--- src/rtl/refclk_out_pkg.sv ---
// Shared types and defaults for the GT reference-clock output controller.
package refclk_out_pkg;

    // Controller states; 2-bit encoding.
    typedef enum logic [1:0] {
        OFF    = 2'd0,
        SETTLE = 2'd1,
        RUN    = 2'd2,
        DRAIN  = 2'd3
    } state_e;

    localparam int SETTLE_CYCLES_DEF = 16;
    localparam int DIV_W_DEF         = 4;

    // The shared counter must hold both the settle count (up to 255) and div_q.
    function automatic int cnt_width(input int div_w);
        return (div_w > 8) ? div_w : 8;
    endfunction

endpackage

--- src/rtl/refclk_half_cnt.sv ---
// Load/terminal-count counter shared by the settle interval and the
// half-period timer. Counts 0..lim_i, flags tc_o on the last count and
// wraps to 0 on the following enabled edge.
module refclk_half_cnt
    import refclk_out_pkg::*;
#(
    parameter int CW = cnt_width(DIV_W_DEF)
) (
    input  logic          clk,
    input  logic          rst_n,
    input  logic          clr_i,
    input  logic          en_i,
    input  logic [CW-1:0] lim_i,
    output logic          tc_o
);

    logic [CW-1:0] cnt_q, cnt_d;

    assign tc_o = (cnt_q == lim_i);

    // Next count: clear has priority, otherwise count up and wrap at terminal.
    always_comb begin
        cnt_d = cnt_q;
        if (clr_i) begin
            cnt_d = '0;
        end else if (en_i) begin
            cnt_d = tc_o ? '0 : cnt_q + 1'b1;
        end
    end

    // Count register.
    always_ff @(posedge clk or negedge rst_n) begin
        if (!rst_n) begin
            cnt_q <= '0;
        end else begin
            cnt_q <= cnt_d;
        end
    end

endmodule

--- src/rtl/refclk_out_ctrl.sv ---
// Drives a GT refclk output buffer: enables the buffer with the clock held
// low for a settle interval, then toggles at a programmable half-period.
// Shutdown always finishes the current high phase and keeps the clock low
// for a cycle before the buffer is disabled, so no runt pulse escapes.
module refclk_out_ctrl
    import refclk_out_pkg::*;
#(
    parameter int SETTLE_CYCLES = SETTLE_CYCLES_DEF,
    parameter int DIV_W         = DIV_W_DEF
) (
    input  logic             clk,
    input  logic             rst_n,
    input  logic             en_req,
    input  logic [DIV_W-1:0] div_sel,
    output logic             refclk_o,
    output logic             ceb_o,
    output logic             active,
    output logic             busy
);

    localparam int CW = cnt_width(DIV_W);

    logic [1:0]       rsync_q;
    logic             rdy;
    logic             en_q;
    state_e           state_q, state_d;
    logic [DIV_W-1:0] div_q, div_d;
    logic             refclk_q, refclk_d;
    logic             ceb_q, ceb_d;
    logic             active_q, active_d;
    logic             busy_q, busy_d;
    logic             cnt_clr, cnt_en, tc;
    logic [CW-1:0]    lim;

    // Reset assertion is immediate; release is held off by two flops so the
    // FSM never moves on a partially-released reset.
    always_ff @(posedge clk or negedge rst_n) begin
        if (!rst_n) begin
            rsync_q <= 2'b00;
        end else begin
            rsync_q <= {rsync_q[0], 1'b1};
        end
    end

    assign rdy = rsync_q[1];

    // Request is sampled once; the FSM acts on the sampled value, which also
    // keeps every output free of any combinational path from the pins.
    always_ff @(posedge clk or negedge rst_n) begin
        if (!rst_n) begin
            en_q <= 1'b0;
        end else begin
            en_q <= en_req;
        end
    end

    // Counter is held clear in OFF so each SETTLE and RUN starts from zero.
    assign cnt_clr = !rdy || (state_q == OFF);
    assign cnt_en  = rdy && (state_q != OFF);
    assign lim     = (state_q == SETTLE) ? CW'(SETTLE_CYCLES - 1) : CW'(div_q);

    refclk_half_cnt #(
        .CW (CW)
    ) u_cnt (
        .clk   (clk),
        .rst_n (rst_n),
        .clr_i (cnt_clr),
        .en_i  (cnt_en),
        .lim_i (lim),
        .tc_o  (tc)
    );

    // Next state, latched divider and next clock level.
    always_comb begin
        state_d  = state_q;
        div_d    = div_q;
        refclk_d = refclk_q;
        case (state_q)
            OFF: begin
                refclk_d = 1'b0;
                if (en_q) begin
                    state_d = SETTLE;
                    div_d   = div_sel;
                end
            end
            SETTLE: begin
                refclk_d = 1'b0;
                if (!en_q) begin
                    state_d = OFF;
                end else if (tc) begin
                    state_d  = RUN;
                    refclk_d = 1'b1;
                end
            end
            RUN: begin
                if (!en_q) begin
                    // Low phase can be cut immediately; a high phase must finish.
                    if (!refclk_q) begin
                        state_d = OFF;
                    end else begin
                        state_d = DRAIN;
                        if (tc) begin
                            refclk_d = 1'b0;
                        end
                    end
                end else if (tc) begin
                    refclk_d = ~refclk_q;
                end
            end
            DRAIN: begin
                // Requests are ignored here; leave only after one low cycle.
                if (!refclk_q) begin
                    state_d = OFF;
                end else if (tc) begin
                    refclk_d = 1'b0;
                end
            end
            default: begin
                state_d  = OFF;
                refclk_d = 1'b0;
            end
        endcase
    end

    // Registered status outputs decoded from the next state.
    always_comb begin
        ceb_d    = (state_d == OFF);
        active_d = (state_d == RUN);
        busy_d   = (state_d == SETTLE) || (state_d == DRAIN);
    end

    // State and output registers; frozen until the reset release is synchronised.
    always_ff @(posedge clk or negedge rst_n) begin
        if (!rst_n) begin
            state_q  <= OFF;
            div_q    <= '0;
            refclk_q <= 1'b0;
            ceb_q    <= 1'b1;
            active_q <= 1'b0;
            busy_q   <= 1'b0;
        end else if (rdy) begin
            state_q  <= state_d;
            div_q    <= div_d;
            refclk_q <= refclk_d;
            ceb_q    <= ceb_d;
            active_q <= active_d;
            busy_q   <= busy_d;
        end
    end

    assign refclk_o = refclk_q;
    assign ceb_o    = ceb_q;
    assign active   = active_q;
    assign busy     = busy_q;

endmodule

--- config.mk ---
export PLATFORM = sky130hd
export DESIGN_NAME = refclk_out_ctrl
export DESIGN_NICKNAME = d
export VERILOG_FILES = /design/src/rtl/refclk_out_pkg.sv /design/src/rtl/refclk_half_cnt.sv /design/src/rtl/refclk_out_ctrl.sv
export SDC_FILE = /design/constraint.sdc
export NUM_CORES = 1
export LEC_CHECK = 0
export CAP_MARGIN = 20
export CORE_MARGIN = 8
export CORE_UTILIZATION = 30
export CTS_CLUSTER_DIAMETER = 200
export DETAILED_ROUTE_END_ITERATION = 8
export GPL_ROUTABILITY_DRIVEN = 0
export PLACE_DENSITY_LB_ADDON = 0.15
export SLEW_MARGIN = 15
export SYNTH_ARGS = -nofsm -noshare
export SYNTH_HDL_FRONTEND = slang
export SYNTH_SLANG_ARGS = --single-unit
--- constraint.sdc ---
create_clock -name clk -period 2.48 [get_ports clk]
set_input_delay 0.496 -clock clk [delete_from_list [all_inputs] [get_ports clk]]
set_output_delay 0.496 -clock clk [all_outputs]
set_load 0.01 [all_outputs]
# After elaboration in Yosys (flattened, before gate mapping)
# Cells that the tools add are included.
[op_classes]
reduce_logical = 10
addsub = 1
n_bitwise = 1
n_eq_ne = 8
muxes = 18
[ops]
columns = ["op", "n"]
rows = [
  ["$mux W8", 3],
  ["$mux W2", 6],
  ["$add A8 B1 Y8 const B", 1],
  ["$eq A2 B2 Y1 const B", 4],
  ["$eq A8 B4 Y1", 1],
  ["$pmux W2 S4", 1],
  ["$mux W1", 6],
  ["$eq A2 B1 Y1 const B", 2],
  ["$logic_not A2 Y1", 2],
  ["$mux W4", 1],
  ["$pmux W1 S4", 1],
  ["$reduce_bool A2 Y1", 2],
  ["$ne A3 B2 Y1 const B", 1],
  ["$reduce_and A3 Y1", 1],
  ["$logic_or A1 B1 Y1", 2],
  ["$reduce_and A2 Y1", 1],
  ["$logic_and A1 B1 Y1", 1],
  ["$logic_not A1 Y1", 1],
  ["$not A1 Y1", 1],
]
[word_totals]
output_inout_bits = 4
inputBits = 7
register_bits = 21

# Depth between registers and ports, before layout
[depth]
ltp_word = 8
ltp_mapped = 6

# Modules after synthesis
# Synthesis repeated with hierarchy kept, for this count alone.
[hier_totals]
hier_cells = 105
area_unflattened_um2 = 1068.5
[by_module_without_submodules]
columns = ["module", "area_each_um2", "n_inst", "cells_each"]
rows = [
  ["refclk_out_ctrl", 540.5, 1, 49],
  ["refclk_half_cnt", 528.0, 1, 56],
]

# Worst setup path before layout
# No wires, ideal clock.
[synth_path]
path_kind = "register -> register"
from = "reg busy (netlist name)"
to = "reg busy_q, in the netlist busy"
stages_incl_launch_ff = 6
arrival_time_ns = 1.421
setup_slack_ns = 0.935
cell_sequence = "dfrtp_1 -> nor2b_1 -> a221oi_1 -> o21a_1 -> a21oi_1 -> a211o_1"
[synth_lines]
columns = ["item", "line_no", "rtl"]
rows = [
  ["to (signal assigned)", "refclk_out_ctrl.sv:147", "busy_q <= busy_d;"],
  ["to (decl)", "refclk_out_ctrl.sv:31", "logic busy_q, busy_d;"],
]

# Final worst setup path
[layout_path]
from = "reg busy_q, in the netlist busy"
to = "out busy"
[layout_lines]
columns = ["item", "line_no", "rtl"]
rows = [
  ["to (decl)", "refclk_out_ctrl.sv:18", "output logic busy"],
]
# No word-level cell between the ends.

==> impl_metrics.py <==
metrics = {
    "status": {
        "status": "completed",
    },
    "critical_path": {
        "critPathBufInv": 1,
        "ff2ff_path_depth": 5,
        "r2r_end": "u_cnt.cnt_q[4]",
        "endpoint": "busy",
        "crit_family": "buffers and inverters",
        "cp.depth": 1,
        "r2r_start": "busy",
        "cpPeakStageDelay_ns": 0.60,
        "critPathRequiredTime_ns": 1.98,
        "worst_setup_path_start_kind": "flip-flop",
        "path_max_fanout": 9,
        "endpoint_kind": "output pin",
        "path_cells": "clkdlybuf4s50_1",
        "r2r_setup_slack_ns": 0.74,
        "critPathLaunch": "busy",
        "cp_slowest_cell": "clkdlybuf4s50_1",
        "path_class": "reg -> out",
        "worst-endpoint-arrival_ns": 1.42,
    },
    "clocking": {
        "clk_latency_ns": 0.29,
        "h-tree-depth": 1,
        "ctsLongestPathBuffers": 2,
        "cts_tree": "built",
        "post_cts.repair.setup_buffers": 0,
        "cts_resized": 0,
        "ctsHoldBuffers": 0,
        "cts_buffers": 3,
        "cts-root-buf": "clkbuf_4",
        "cts_sinks": 20,
        "path_clk_slew_ns": 0.11,
    },
    "floorplanning": {
        "start_util_pct": 30.82,
        "num_rows": 21,
        "die_y_um": 74.09,
        "dieArea_mm2": 0.005489,
        "dieWidth_um": 74.09,
        "core_mm2": 0.003284,
        "ioPinCount": 11,
    },
    "detailed_routing": {
        "wire_per_inst_um": 12.24,
        "drc_errors": 0,
        "num_vias": 764,
        "drtAntennaViolNets": 0,
        "dr.pass1.iters": 4,
        "drt_iter0_drc": 39,
        "routed_wirelength_um": 1983,
        "avgViaCountPerCell": 4.716,
    },
    "cells_and_area": {
        "drive_above_1_share_pct": 10.34,
        "postLayoutCoreUtil_pct": 36.11,
        "area_delta_synth_final_pct": 17.18,
        "antenna_cells": 0,
        "stdcell_count": 162,
        "nets": 125,
    },
    "sta": {
        "relSlewSlack_pct": 56.48,
        "setup_viol": 0,
        "setup_tns_ns": 0,
        "hold_viol": 0,
        "grt_setup_unrepaired": "no",
        "min_period_ns": 1.919,
        "fin_skew_ns": 0.002950,
        "tightest_slew_ns": 0.6478,
        "finalCritPeriodShare_pct": 77.38,
        "finalMaxSlewViolations": 0,
        "holdWs_ns": 0.3596,
        "max_freq_mhz": 521.1,
        "setup_ws_ns": 0.5610,
    },
    "synth": {
        "syn_area_mm2": 0.001012,
        "synth_area_leaders": "dfrtp_1 47%, nor2_1 5.2%, nor2b_1 3.7%, xor2_1 3.5%, nand3_1 3.0%",
        "synth_nets": 112,
        "synth_edf_count": 0,
        "postSynthCellCount": 104,
        "yosysUniqueCellTypes": 33,
        "async_flop_share_pct": 100.0,
        "synth-seq-cells": 20,
        "yosysSeqAreaShare_pct": 49.57,
        "ys_warn_count": 0,
        "synth_commonest_cells": "19 x dfrtp_1, 14 x nor2_1",
        "netlist.area_leader.share_pct": 46.97,
        "synthFlopType": "dfrtp_1",
        "yosysMostFrequentCell": "dfrtp_1",
        "synth_top_area_cell": "dfrtp_1",
        "syn_area_per_cell_um2": 9.733,
    },
    "place": {
        "dpl.hpwl_um": 1452,
        "dp.cells": 158,
        "port_buffers": 10,
        "pre_cts_ws_ns": 0.7615,
    },
    "power_and_ir_drop": {
        "ir_drop_uv": 289.6,
        "p_leak_nw": 0.5047,
        "p_per_area_mw_per_mm2": 857.7,
    },
    "job": {
        "cap_violations": 0,
    },
    "worst_hold_path": {
        "holdCritPathClass": "reg -> reg",
        "hold_depth": 0,
    },
    "global_route": {
        "grt_overflow": 0,
        "grt_usage_pct": 8.270,
        "grt_pass1_wl_um": 3505,
        "antenna_found_initial": 0,
        "grt_max_degree": 21,
        "grt_pass1_vias": 805,
    },
}
## metal layers
metal	routed length [um]	vias up	global-route usage, %
met5	0	-	0
met4	36	0	5.322
met3	66	2	1.078
met2	916	14	13.09
met1	963	366	10.30
li1	-	382	-
## through the flow
step | total power [W] | area (um^2)
detailed placement | 0.0008686 | 1160
global route | 0.001108 | 1186
CTS | 0.001034 | 1186
floorplan | 0.0007393 | 1012
finish | 0.001017 | 1186
global placement | 0.0008593 | 1160
## layout by cell type (no fill, tap or decap)
master and instances:
mux2_2 2, nor4_1 1, a21oi_2 1, nand4_1 2, a21oi_1 2, xor2_1 4, o21ai_1 2, o21a_1 3
a221oi_1 1, inv_1 6, and4b_1 1, nor4_2 1, xnor2_1 3, conb_1 1, clkdlybuf4s50_1 10, nor2_1 14
nand2_1 6, nor2b_1 6, a31oi_1 1, o21ai_0 4, ha_1 1, nand2b_1 1, and2_1 2, clkbuf_4 3
clkbuf_1 1, dfstp_2 1, dfrtp_1 19, nand3_1 6, a211o_1 1, buf_4 1, o221ai_2 1, and3_1 4
nor3_1 2, o221a_2 2
## cells by family after synthesis
family                     share of synthesized area [%]
xor gates and xnor gates                           6.057
buffers and inverters                              3.955
DFF                                                49.57
adders and majority gates                          1.236
and+or+nand+nor                                    23.49
other                                             0.3705
AOI/OAI and AO/OA                                  13.10
muxes                                              2.225
## area by class of cell
type / count / area [um^2]
multi-input cells: 75 / 470.5
well taps: 46 / 57.56
repair buffers: 11 / 107.6
flip-flops and latches: 20 / 501.7
clock buffers: 4 / 26.28
fillers: 342 / 2098
inverters: 6 / 22.52
## registers in the layout (all words and copies together), names as in the netlist
name,flops
u_cnt.cnt_q,8
busy,1
en_q,1
rsync_q,2
state_q,1
refclk_o,1
ceb_o,1
active,1
div_q,4
## worst min path at each step
stage / start / endpoint
after CTS: rsync_q[0] / rsync_q[1]
after global routing: rsync_q[0] / rsync_q[1]
after global placement: rsync_q[0] / rsync_q[1]
after detailed placement: rsync_q[0] / rsync_q[1]
final: rsync_q[0] / rsync_q[1]
after floorplan: rst_n / active
## report_power, final
group / internal, W / switching (W)
registers: 0.000402 / 0.0000824
clock network: 0.0000626 / 0.0000971
logic: 0.000183 / 0.000191
total: 0.000647 / 0.000370
(Power assumes the default switching activity.)
